**config.mk**
```make
export PLATFORM = sky130hd
export DESIGN_NAME = ctrl_unit
export DESIGN_NICKNAME = d
export VERILOG_FILES = /design/src/rtl/ctrl_pkg.sv /design/src/rtl/ctrl_decoder.sv /design/src/rtl/ctrl_unit.sv
export SDC_FILE = /design/constraint.sdc
export NUM_CORES = 1
export LEC_CHECK = 0
export ABC_AREA = 1
export BUFFER_PORTS_ARGS = -buffer_cell sky130_fd_sc_hd__buf_4
export CORE_UTILIZATION = 40
export DETAILED_ROUTE_END_ITERATION = 8
export GPL_ROUTABILITY_DRIVEN = 0
export SKIP_CTS_REPAIR_TIMING = 1
export SLEW_MARGIN = 20
export SYNTH_ARGS = -nofsm -noshare
export SYNTH_HDL_FRONTEND = slang
export SYNTH_SLANG_ARGS = --single-unit
```
**constraint.sdc**
```tcl
create_clock -name clock -period 1.7 [get_ports clock]
set_input_delay 0.17 -clock clock [delete_from_list [all_inputs] [get_ports clock]]
set_output_delay 0.17 -clock clock [all_outputs]
set_load 0.02 [all_outputs]
```
**src/rtl/ctrl_pkg.sv**
```systemverilog
// ctrl_pkg: shared encodings for the downsampling-processor control unit
//   opcodes, FSM states, bus select codes, ALU ops and the decoded control word
package ctrl_pkg;
   localparam logic [3:0] OP_LDAC = 4'h1, OP_STAC = 4'h2, OP_MVAC = 4'h3, OP_MVR = 4'h4,
                          OP_ADD = 4'h5, OP_SUB = 4'h6, OP_SHR = 4'h7, OP_LDC = 4'h8,
                          OP_JPNZ = 4'h9, OP_JUMP = 4'hA, OP_END = 4'hF;
   localparam logic [2:0] ABUS_NONE = 3'd0, ABUS_AC = 3'd7;
   localparam logic [3:0] CBUS_NONE = 4'h0, CBUS_AC = 4'hB;
   localparam logic [2:0] ALU_PASS = 3'd0, ALU_ADD = 3'd1, ALU_SUB = 3'd2, ALU_SHR = 3'd3;
   typedef enum logic [3:0] {
      S_IDLE, S_FETCH1, S_FETCH2, S_DECODE, S_EXEC1, S_EXEC2, S_OPND1, S_OPND2, S_HALT
   } state_e;
   typedef enum logic [1:0] {MEM_NONE, MEM_DR, MEM_DW, MEM_CR} mem_e;
   typedef struct packed {
      logic [2:0] abus;
      logic [3:0] cbus;
      logic [2:0] alu;
      mem_e       mem;
      logic       jump;
      logic       cond;
      logic       halt;
   } ctrl_t;
endpackage

```
**src/rtl/ctrl_decoder.sv**
```systemverilog
// ctrl_decoder: combinational opcode/operand -> control word
//   op  : instruction opcode (instr[7:4])
//   r   : register operand (instr[2:0])
//   cw  : bus selects, ALU op, memory-op class, jump/conditional/end flags
module ctrl_decoder
   import ctrl_pkg::*;
(
   input  logic [3:0] op,
   input  logic [2:0] r,
   output ctrl_t      cw
);
   always_comb begin
      cw = '{abus: ABUS_NONE, cbus: CBUS_NONE, alu: ALU_PASS, mem: MEM_NONE,
             jump: 1'b0, cond: 1'b0, halt: 1'b0};
      case (op)
         OP_LDAC: cw.mem = MEM_DR;
         OP_STAC: cw.mem = MEM_DW;
         OP_LDC:  cw.mem = MEM_CR;
         OP_MVAC: begin
            cw.abus = ABUS_AC;
            cw.cbus = {1'b0, r};
         end
         OP_MVR, OP_ADD, OP_SUB, OP_SHR: begin
            cw.abus = r;
            cw.cbus = CBUS_AC;
            cw.alu  = op == OP_ADD ? ALU_ADD : op == OP_SUB ? ALU_SUB : op == OP_SHR ? ALU_SHR : ALU_PASS;
         end
         OP_JPNZ: begin
            cw.jump = 1'b1;
            cw.cond = 1'b1;
         end
         OP_JUMP: cw.jump = 1'b1;
         OP_END:  cw.halt = 1'b1;
         default: ;
      endcase
   end
endmodule

```
**src/rtl/ctrl_unit.sv**
```systemverilog
// ctrl_unit: multi-cycle fetch/decode/execute sequencer for the downsampling datapath
//   clock, rst        : clock, synchronous active-high reset
//   start             : begin at pc=0 (accepted only in IDLE)
//   instr, z_flag     : synchronous instruction memory data, ALU zero flag
//   pc                : instruction memory address
//   abus_en, cbus_en  : A-bus source / C-bus destination selects
//   alu_op            : ALU operation
//   dm_r, dm_wr, cm_r : accumulator load/store memory strobes
//   busy, done        : run status
module ctrl_unit
   import ctrl_pkg::*;
#(
   parameter int PC_W = 8,
   parameter int IW   = 8
) (
   input  logic            clock,
   input  logic            rst,
   input  logic            start,
   input  logic [IW-1:0]   instr,
   input  logic            z_flag,
   output logic [PC_W-1:0] pc,
   output logic [2:0]      abus_en,
   output logic [3:0]      cbus_en,
   output logic [2:0]      alu_op,
   output logic            dm_r,
   output logic            dm_wr,
   output logic            cm_r,
   output logic            busy,
   output logic            done
);
   state_e     state;
   logic [6:0] ir;
   ctrl_t      cw;
   ctrl_decoder u_dec (.op(ir[6:3]), .r(ir[2:0]), .cw(cw));
   // Strobes default to zero every cycle; DECODE loads them for EXEC1 and
   // EXEC1 re-holds only the memory strobe through EXEC2.
   always_ff @(posedge clock) begin
      if (rst) begin
         state   <= S_IDLE;
         pc      <= '0;
         ir      <= '0;
         abus_en <= ABUS_NONE;
         cbus_en <= CBUS_NONE;
         alu_op  <= ALU_PASS;
         dm_r    <= 1'b0;
         dm_wr   <= 1'b0;
         cm_r    <= 1'b0;
         busy    <= 1'b0;
         done    <= 1'b0;
      end else begin
         abus_en <= ABUS_NONE;
         cbus_en <= CBUS_NONE;
         alu_op  <= ALU_PASS;
         dm_r    <= 1'b0;
         dm_wr   <= 1'b0;
         cm_r    <= 1'b0;
         case (state)
            S_IDLE: if (start) begin
               state <= S_FETCH1;
               pc    <= '0;
               busy  <= 1'b1;
               done  <= 1'b0;
            end
            S_FETCH1: state <= S_FETCH2;
            S_FETCH2: begin
               ir    <= {instr[IW-1 -: 4], instr[2:0]};
               pc    <= pc + 1'b1;
               state <= S_DECODE;
            end
            S_DECODE: begin
               state <= cw.halt ? S_HALT : cw.jump ? S_OPND1 : S_EXEC1;
               if (!cw.halt && !cw.jump) begin
                  abus_en <= cw.abus;
                  cbus_en <= cw.cbus;
                  alu_op  <= cw.alu;
                  dm_r    <= cw.mem == MEM_DR;
                  dm_wr   <= cw.mem == MEM_DW;
                  cm_r    <= cw.mem == MEM_CR;
               end
            end
            S_EXEC1: if (cw.mem != MEM_NONE) begin
               state <= S_EXEC2;
               dm_r  <= dm_r;
               dm_wr <= dm_wr;
               cm_r  <= cm_r;
            end else state <= S_FETCH1;
            S_EXEC2: state <= S_FETCH1;
            S_OPND1: state <= S_OPND2;
            // pc still addresses the operand byte here, so fall-through is pc+1
            S_OPND2: begin
               state <= S_FETCH1;
               pc    <= (cw.cond && z_flag) ? pc + 1'b1 : PC_W'(instr);
            end
            S_HALT: begin
               state <= S_IDLE;
               busy  <= 1'b0;
               done  <= 1'b1;
            end
            default: state <= S_IDLE;
         endcase
      end
   end
endmodule

```
## After elaboration in Yosys (flattened, before gate mapping)

Index checks and enable logic that the tools add are counted.

- Mux-type cells: 27
- Equality and inequality tests: 24
- Add/subtract/negate cells: 1
- Reduce and logical (&&, ||, !) cells: 17
- Bitwise operators: 3

Operators by type and width:

| kind | number |
|---|---|
| 4-bit by 3-bit == test with 1-bit output (second input constant) | 8 |
| 4-bit one-hot mux with 7 select lines | 1 |
| 8-bit one-hot mux with 3 select lines | 1 |
| 4-bit == test (second input constant) | 5 |
| 4-bit by 2-bit == test with 1-bit output (second input constant) | 4 |
| 8-bit 2-to-1 mux | 2 |
| 7-bit one-hot mux with 2 select lines | 1 |
| 1-bit 2-to-1 mux | 10 |
| 1-bit one-hot mux with 2 select lines | 5 |
| 8-bit by 1-bit adder with 8-bit output (second input constant) | 1 |
| 4-bit by 1-bit == test with 1-bit output (second input constant) | 2 |
| 4-bit 2-to-1 mux | 2 |
| 4-bit OR reduction | 2 |
| 2-bit 2-to-1 mux | 3 |
| 2-bit one-hot mux with 3 select lines | 1 |
| 6-bit OR reduction | 1 |
| 5-bit OR reduction | 1 |
| 2-bit == test (second input constant) | 2 |
| 4-bit logical NOT | 1 |
| 2-bit inequality test (second input constant) | 2 |
| 2-bit AND reduction | 2 |
| 2-bit nonzero test | 2 |
| 2-bit OR reduction | 2 |
| 3-bit 2-to-1 mux | 1 |
| other kinds (6) | 10 |

- Word-level logic and storage cells: 85
- Input bits: 12
- Flip-flop bits (word level): 34
- Output and inout bits: 23

## Logic depth before layout (Yosys ltp)

Gate-level depths: netlist (run 1).

- Depth after elaboration: 7
- Depth in mapped cells: 9
- Gate-level depth less buffers: 9

## Hierarchy

Synthesis (run 1) repeated with hierarchy kept, for this count alone.

- Cells, all modules: 249
- Area, all modules: 1761.7 µm²

Modules (own cells, without submodules):

| module | area an instance (µm²) | sequential area each (µm²) | cells each | instances |
|---|---|---|---|---|
| ctrl_unit | 1595.3 | 680.7 | 212 | 1 |
| ctrl_decoder | 166.4 | 0.0 | 37 | 1 |

## Worst setup path after synthesis (run 1)

OpenSTA, ideal clock, no wires.

- Kind: flip-flop to flip-flop
- Start point: register pc[1]
- End point: register pc[6]
- Stages on the path, launching flop included: 8
- Setup slack: 426 ps
- Setup time: 70 ps
- Period minus slack after synthesis: 1274 ps
- Required time: 1630 ps
- Path buffers: 0
- Arrival time: 1204 ps
- Path through: dfxtp_1 ha_1 nand2_1 o21bai_1 nand3_1 nand2_1 nand2_1 a21oi_1

- Cells in the longest elaborated chain, start to end: 3

Ends and longest elaborated chain:

| what | RTL line | RTL |
|---|---|---|
| start: declaration | ctrl_unit.sv:21 | `output logic [PC_W-1:0] pc,` |
| start signal: assignment | ctrl_unit.sv:67 | `pc <= pc + 1'b1;` |
| start signal: assignment | ctrl_unit.sv:92 | `pc <= (cw.cond && z_flag) ? pc + 1'b1 : PC_W'(instr);` |
| 8-bit by 1-bit adder with 8-bit output (*) | ctrl_unit.sv:67, ctrl_unit.sv:92 |  |
| 8-bit 2-to-1 mux | ctrl_unit.sv:92 |  |
| 8-bit one-hot mux with 3 select lines (*) | ctrl_unit.sv:57 | `case (state)` |

Every way passes the cells marked *; elsewhere a longest branch is shown, timed or not.
A chain may end at the register's enable or synchronous reset.

## Final worst setup path (run 1)

- Start point: register state[3]
- End point: register pc[4]

- Cells in the longest elaborated chain, start to end: 3
- Elaborated cells on any way between the ends: 7
- Those cells by class: 3 x eq/ne; 1 x mux; 3 x reduce/logical

Ends and longest elaborated chain:

| what | RTL line | RTL |
|---|---|---|
| start: declaration | ctrl_unit.sv:31 | `state_e state;` |
| start signal: assignment | ctrl_unit.sv:71 | `state <= cw.halt ? S_HALT : cw.jump ? S_OPND1 : S_EXEC1;` |
| 4-bit by 3-bit == test with 1-bit output, or another cell as far along | ctrl_unit.sv:57 |  |
| 3-bit nonzero test (no line) or 2-bit inequality test (tied branches) | -- |  |
| 2-bit AND reduction (no line) | -- |  |

Parallel ways exist; a longest one is shown, timed or not.

==> reports/metrics.csv, run 1 <==
metric,value,unit
CP startpoint kind,flip-flop,
R2R depth,7,
clk root buf,clkbuf_8,
area share of the largest cell type after synthesis,0.407,
fin worst setup slack,0.228,ns
Area growth syn-to-layout,23.3,%
routed vias/inst,4.84,
Die X,65.7,um
nets,265,
post-synth top area cell,dfxtp_1,
Worst VDD drop,593,uV
largest net degree at the start of global routing,20,
Initial Utilization,0.431,
Final Util,0.531,
vias,1457,
synthesized net count,228,
number of max-cap violations,0,
"non-filler cells, final",301,
fill count,380,
Setup CP Type,flip-flop to flip-flop,
H-tree Lvls,2,
skew final,0.00398,ns
post-synthesis register bit count,33,
Global Route Usage Sum,0.194,
Ports,35,
Min-Delay Path Class,input pin to flip-flop,
worst skew pair latency,0.29,ns
cell area after layout,2000,um2
Multi-input gate area,846,um2
Post-DRT Antenna Nets,0,
GRT Residual Overflow,0,
DRT iter0 DRCs,74,
Worst-path clk slew,0.07,ns
hpwl dp,2690,um
initial antenna violation count,0,
sequential fraction of the synthesis area,0.407,
Syn Area/Cell,7.55,um2
cell count after synthesis,215,
main flop type after synthesis,dfxtp_1,
DRC,0,
count of final max-slew check failures,0,
Cell Count Post-Placement,293,
total core area,3770,um2
Static Leak,0.000876,uW
"EDFF count, synth",0,
die height,65.7,um
Sink Count,33,
synth top area cells,"dfxtp_1 41%, nand2_1 10%, a21oi_1 6.5%",
row cnt,22,
CP max stage delay,0.44,ns
hold path cells,2,
RSZ-0062 raised after global routing,no,
DRT Wirelength,3590,um
vias in the first global route,1368,
Max Root-Sink Buffers,2,
count of input and output buffers,33,
post-synthesis cell type count,32,
Post-DP Area,1910,um2
layout cells sized above 1,0.237,
crit path max fanout,19,
final setup vio count,0,
total iterations of the first detailed-routing run,4,
die area,4320,um2
Crit. End Element,flip-flop,
ant diodes,0,
Synth Cell Area,1620,um2
fin crit period,1.47,ns
Crit-path slowest cell,dfxtp_1,
Highest Clock Rate,679,MHz
Worst EP required,1.88,ns
power per cell area,926,nW/um2
Post-synth ARST share,0,
first-pass GRT wire length,6280,um
CTS tree,built,
Tcrit/Tclk final,0.866,
Hold Fails Final Rpt,0,
Critical Path AT,1.65,ns
FF+latch area,661,um2
outcome,finished clean,
CTS Buf Count,5,
Place WS,0.260,ns
crit-path cells,"inv_1, nand2_4, inv_1, nand2_4, nand3_4, o21ai_0, a21oi_1",
Synth Warn #,0,
WL/cell,11.9,um
setup TNS,0,ns
[kinds of logic after synthesis]
kind of cell | after synthesis | share of synthesized area
buf+inv | 28 | 0.0724
fa+ha+maj | 1 | 0.00770
xor+xnor | 3 | 0.0162
simple gates | 102 | 0.330
compound gates | 47 | 0.165
other cells | 1 | 0.00231
flops | 33 | 0.407
[cell type report]
| cell class | instances | area share |
|---|---|---|
| repair buffers | 34 | 0.127 |
| flip-flops and latches | 33 | 0.330 |
| well taps | 48 | 0.0300 |
| multi-input cells | 154 | 0.422 |
| inverters | 24 | 0.0450 |
| clock inverters | 3 | 0.0112 |
| clock buffers | 5 | 0.0344 |
[final timing paths]
kind / startpoint / end / slack, ns
max reg2reg: state[3]$_SDFFE_PP0P_ / pc[4]$_SDFFE_PP0P_ / 0.23
min reg2reg: cm_r$_SDFFE_PP0P_ / cm_r$_SDFFE_PP0P_ / 0.46
max: state[3]$_SDFFE_PP0P_ / pc[4]$_SDFFE_PP0P_ / 0.23
min: rst / cm_r$_SDFFE_PP0P_ / 0.12
[synth_stat cells, types with 2 or more instances]
master    n
nand2_1  44
inv_1    23
o21ai_0  13
nor2_1   21
dfxtp_1  33
nand3_1  20
a31oi_1   2
a21oi_1  21
nand3_4   2
o21ai_2   3
o21ai_1   4
nand2_4   5
xor2_1    2
nand4_1   3
nor2_4    2
[stage by stage]
step,hold slack [ns],total power (uW)
after floorplan,0.360,1160
after global placement,0.421,1270
after detailed placement,0.427,1270
after CTS,0.117,1880
after global routing,0.120,1980
final,0.120,1850
[power breakdown]
| part | leakage, uW | total [uW] | internal (uW) | switching [uW] |
|---|---|---|---|---|
| logic | 0.000571 | 369 | 133 | 236 |
| registers | 0.000269 | 884 | 825 | 58.6 |
| clock network | 0.0000364 | 601 | 287 | 314 |
[metal layers]
layer | share of wire | up-vias | track usage
li1 | - | 781 | -
met1 | 0.53 | 633 | 0.271
met2 | 0.42 | 39 | 0.272
met3 | 0.044 | 4 | 0.0642
met4 | 0.0059 | 0 | 0.0707
met5 | 0 | - | 0
[registers in the layout (all words and copies together), names as in the netlist, 2 cells and up]
name	flops
state	4
alu_op	2
ir	7
cbus_en	4
pc	8
abus_en	3
[worst max-delay path: cells and delay by family (launching register included)]
family	cells	cell delay [ns]
flops	1	0.44
buf+inv	2	0.21
simple gates	3	0.44
compound gates	2	0.27
[layout by cell type (no fill, tap or decap), types with 2 or more instances in the layout]
| cell | instances |
|---|---|
| a21oi_1 | 21 |
| a31oi_1 | 2 |
| buf_4 | 34 |
| clkbuf_8 | 5 |
| clkinvlp_4 | 3 |
| dfxtp_1 | 33 |
| inv_1 | 23 |
| nand2_1 | 44 |
| nand2_4 | 5 |
| nand3_1 | 20 |
| nand3_4 | 2 |
| nand4_1 | 3 |
| nor2_1 | 21 |
| nor2_4 | 2 |
| o21ai_0 | 13 |
| o21ai_1 | 4 |
| o21ai_2 | 3 |
| xor2_1 | 2 |
Note: power is estimated with default switching activity, not from simulation.
==> inputs of run 2 (changes only) <==
- CORE_MARGIN: default -> 2
- HOLD_SLACK_MARGIN: default -> 0.02
- clock period: 1.7 -> 1.54 ns (I/O delays scaled with it)
==> run 2 against run 1 <==
  * First-iteration DRC count increased by 16%
  * Largest power group unchanged
  * Design area increased by 4.7%
  * Non-clock buffer count increased by 10
==> reports/metrics.csv, run 2 (synthesized netlist as in run 1, its figures left out) <==
metric,value,unit,change
outcome,finished clean,,
GRT Residual Overflow,0,,unchanged
DRT iter0 DRCs,86,,+16%
Worst EP required,1.76,ns,-0.12 ns
final setup vio count,0,,unchanged
Area growth syn-to-layout,29.1,%,
routed vias/inst,4.83,,-0.14%
DRT Wirelength,3600,um,+0.17%
crit-path cells,"nand2_4, nor2_8, nand3_4, a21oi_4, nand2_4, o21ai_1",,
Sink Count,33,,unchanged
vias,1513,,+3.8%
Critical Path AT,1.58,ns,-0.07 ns
row cnt,23,,+4.5%
max reg flops,8,,unchanged
cell with the most instances on the worst path,nand2_4,,
crit path max fanout,8,,-11
setup TNS,0,ns,unchanged
Worst VDD drop,671,uV,+13%
first-pass GRT wire length,5870,um,-6.6%
Worst-path clk slew,0.07,ns,about the same
clk root buf,clkbuf_8,,
vias in the first global route,1337,,-2.3%
CTS Buf Count,5,,unchanged
Crit. End Element,flip-flop,,
Ports,35,,unchanged
die area,4590,um2,+6.2%
nets,275,,+3.8%
ant diodes,0,,unchanged
Static Leak,0.000940,uW,+7.4%
Initial Utilization,0.412,,-0.0187
Post-DRT Antenna Nets,0,,unchanged
"Most flops, register",pc,,
power per cell area,1010,nW/um2,+8.9%
fin crit period,1.36,ns,-0.112 ns
Hold Fails Final Rpt,0,,unchanged
Min-Delay Path Class,input pin to flip-flop,,
Tcrit/Tclk final,0.883,,+0.0172
hpwl dp,2720,um,+1.2%
die height,67.7,um,+3.0%
number of max-cap violations,0,,unchanged
worst skew pair latency,0.29,ns,about the same
count of input and output buffers,33,,unchanged
CP max stage delay,0.46,ns,+0.02 ns
Global Route Usage Sum,0.174,,-0.0194
Setup CP Type,flip-flop to flip-flop,,
count of final max-slew check failures,0,,unchanged
Final Util,0.532,,+0.000707
total iterations of the first detailed-routing run,4,,unchanged
DRC,0,,unchanged
largest net degree at the start of global routing,20,,unchanged
Highest Clock Rate,735,MHz,+8.2%
Crit-path slowest cell,dfxtp_1,,
total core area,3940,um2,+4.5%
WL/cell,11.5,um,-3.7%
Die X,67.7,um,+3.0%
CTS tree,built,,
RSZ-0062 raised after global routing,no,,
H-tree Lvls,2,,unchanged
layout cells sized above 1,0.274,,+0.0366
Max Root-Sink Buffers,2,,unchanged
Regs by FF count,"pc: 8 flops, ir: 7 flops",,
most frequent cells in the layout,"44 x nand2_1, 44 x buf_4, 33 x dfxtp_1",,
CP startpoint kind,flip-flop,,
initial antenna violation count,0,,unchanged
skew final,0.0107,ns,+0.00676 ns
## run 2: metal layers
layer	vias up	GRT usage	share of wire
li1	794	-	-
met3	4	0.0517	0.035
met1	692	0.225	0.48
met4	0	0.0765	0.011
met5	-	0	0
met2	23	0.267	0.47
## run 2: worst max-delay path: cells and delay by family (launching register included)
family / cells / cell delay [ns]
and+or+nand+nor: 4 / 0.51
DFF: 1 / 0.46
AOI/OAI and AO/OA: 2 / 0.31
## run 2: final cells by class
class / count / area [um2]
flip-flops and latches: 33 / 661
clock buffers: 6 / 82.6
clock inverters: 2 / 13.8
fillers: 372 / 1850
well taps: 50 / 62.6
multi-input cells: 154 / 857
repair buffers: 44 / 330
inverters: 24 / 90.1
## run 2: report_power, final
group	switching, uW	internal, uW
logic	275	181
registers	61.5	911
clock network	322	362
## run 2: stage by stage
stage	hold WS, ns	cell area (um2)	total power, uW	cells	setup WS [ns]
6_report	0.108	2100	2110	313	0.180
5_1_grt	0.104	2100	2250	313	0.0132
4_1_cts	0.105	2060	2110	309	0.115
3_5_place_dp	0.416	1960	1420	301	0.145
3_3_place_gp	0.418	1960	1420	301	0.121
2_1_floorplan	0.344	1620	1280	215	0.266
## run 2: path summary, 6_finish.rpt
check / from / to / slack (ns) / depth (start not counted)
max: state[0]$_SDFFE_PP0P_ / abus_en[0]$_SDFF_PP0_ / 0.18 / 6
min: rst / dm_wr$_SDFFE_PP0P_ / 0.11 / 2
max reg2reg: state[0]$_SDFFE_PP0P_ / abus_en[0]$_SDFF_PP0_ / 0.18 / 6
min reg2reg: dm_wr$_SDFFE_PP0P_ / dm_wr$_SDFFE_PP0P_ / 0.46 / 2
==> inputs of run 3 (changes only) <==
- BUFFER_PORTS_ARGS: -buffer_cell sky130_fd_sc_hd__buf_4 -> default
- CTS_BUF_LIST: default -> sky130_fd_sc_hd__clkbuf_8 sky130_fd_sc_hd__clkbuf_16
- DONT_BUFFER_PORTS: default -> 1
==> run 3 against run 2 <==
  * Non-clock buffer count shrank 30
  * Sequential share of layout area up 3.6 points
  * Flip-flop and latch count is the same
  * Core utilization decreased by 5.4 points
  * Combinational power fell by 13%
  * Largest cell class unchanged
  * Setup slack lost 0.0063 ns
  * Register-to-register slack hardly changed
  * Largest power group unchanged
==> reports/metrics.csv, run 3 (synthesized netlist as in run 1, its figures left out) <==
metric,value,unit,change
outcome,finished clean,,
Initial Utilization,0.412,,unchanged
DRT iter0 DRCs,77,,-10%
Hold Fails Final Rpt,0,,unchanged
Setup CP Type,flip-flop to flip-flop,,
initial antenna violation count,0,,unchanged
hpwl dp,2760,um,+1.3%
Max Root-Sink Buffers,2,,unchanged
GRT Residual Overflow,0,,unchanged
layout cells sized above 1,0.180,,-0.0935
ant diodes,0,,unchanged
Static Leak,0.000790,uW,-16%
Critical Path AT,1.55,ns,-0.03 ns
Die X,67.7,um,unchanged
skew final,0.00737,ns,-0.00337 ns
DRC,0,,unchanged
Worst-path clk slew,0.08,ns,about the same
WL/cell,12.9,um,+13%
cell area after layout,1880,um2,-10%
Tcrit/Tclk final,0.887,,+0.00409
Highest Clock Rate,732,MHz,-0.46%
number of max-cap violations,0,,unchanged
max reg flops,8,,unchanged
worst skew pair latency,0.29,ns,about the same
DRT Wirelength,3660,um,+1.8%
count of final max-slew check failures,0,,unchanged
"most common cell after layout, fill and taps aside",nand2_1,,
Final Util,0.478,,-0.0543
Min-Delay Path Class,input pin to flip-flop,,
CP startpoint kind,flip-flop,,
H-tree Lvls,2,,unchanged
setup TNS,0,ns,unchanged
Post-DRT Antenna Nets,0,,unchanged
crit path max fanout,10,,+2
"Most flops, register",pc,,
largest net degree at the start of global routing,16,,-20%
Area growth syn-to-layout,15.9,%,
Sink Count,33,,unchanged
count of input and output buffers,0,,-100%
clk root buf,clkbuf_8,,
Pwr Total,2200,uW,+4.4%
most frequent cells in the layout,"44 x nand2_1, 32 x dfxtp_1, 21 x inv_1, 21 x nor2_1, 21 x a21oi_1",,
power per cell area,1170,nW/um2,+16%
total core area,3940,um2,unchanged
Regs by FF count,"pc: 8 flops, ir: 7 flops",,
CTS tree,built,,
row cnt,23,,unchanged
vias,1422,,-6.0%
RSZ-0062 raised after global routing,no,,
die area,4590,um2,unchanged
first-pass GRT wire length,6130,um,+4.6%
Worst Hold Slack,0.0560,ns,-0.0517 ns
vias in the first global route,1357,,+1.5%
Global Route Usage Sum,0.181,,+0.00639
Worst EP required,1.72,ns,-0.04 ns
die height,67.7,um,unchanged
routed vias/inst,5.02,,+3.9%
nets,245,,-11%
final setup vio count,0,,unchanged
total iterations of the first detailed-routing run,6,,+2
Worst VDD drop,670,uV,about the same
CTS Buf Count,5,,unchanged
Ports,35,,unchanged
Crit. End Element,flip-flop,,
Post-DP Area,1760,um2,-10%
fin crit period,1.37,ns,+0.00630 ns
[run 3: cell types whose count changed in the layout (fill, tap and decap cells not counted), sizes merged]
cell,before,now
buf,44,13
clkinvlp,0,1
clkinv,2,1
dlygate4sd3,0,1
bufinv,0,1
clkbuf,6,5
[run 3: cell type report]
class	count	area, um2
clock inverter	3	46.3
clock buffer	5	68.8
tap	50	62.6
multi-input combinational	154	846
sequential	33	662
inverter	24	90.1
timing repair buffer	14	108
fill	383	2060
[run 3: final timing paths]
check	slack (ns)	from	depth (start not counted)	to
worst max-delay path	0.17	state[0]$_SDFFE_PP0P_	7	pc[1]$_SDFFE_PP0P_
worst min-delay path	0.06	instr[5]	2	ir[4]$_SDFFE_PP0P_
worst max register to register	0.17	state[0]$_SDFFE_PP0P_	7	pc[1]$_SDFFE_PP0P_
worst min register to register	0.49	ir[1]$_SDFFE_PP0P_	2	ir[1]$_SDFFE_PP0P_
[run 3: power breakdown]
group          switching [uW]  internal, uW  leakage, uW
logic                     257           140     0.000467
registers                67.3           911     0.000269
clock network             346           484    0.0000543
total                     670          1530     0.000790
[run 3: through the flow]
stage               std cells  setup WS, ns
CTS                       282         0.115
global placement          274         0.112
global route              283       0.00426
finish                    283         0.174
floorplan                 215         0.266
detailed placement        274         0.131
[run 3: worst max-delay path: stages (launching register included)]
cell and delay [ns]:
dfxtp_1 0.46, inv_1 0.07, nand2_1 0.10, nor2_1 0.07, nand2_1 0.14, nand3_4 0.14
o21ai_0 0.20, nor2_1 0.07
[run 3: metal layers]
metal,vias up,global-route usage,share of wire
li1,741,-,-
met1,639,0.232,0.46
met2,36,0.267,0.45
met3,6,0.0683,0.076
met4,0,0.0816,0.020
met5,-,0,0
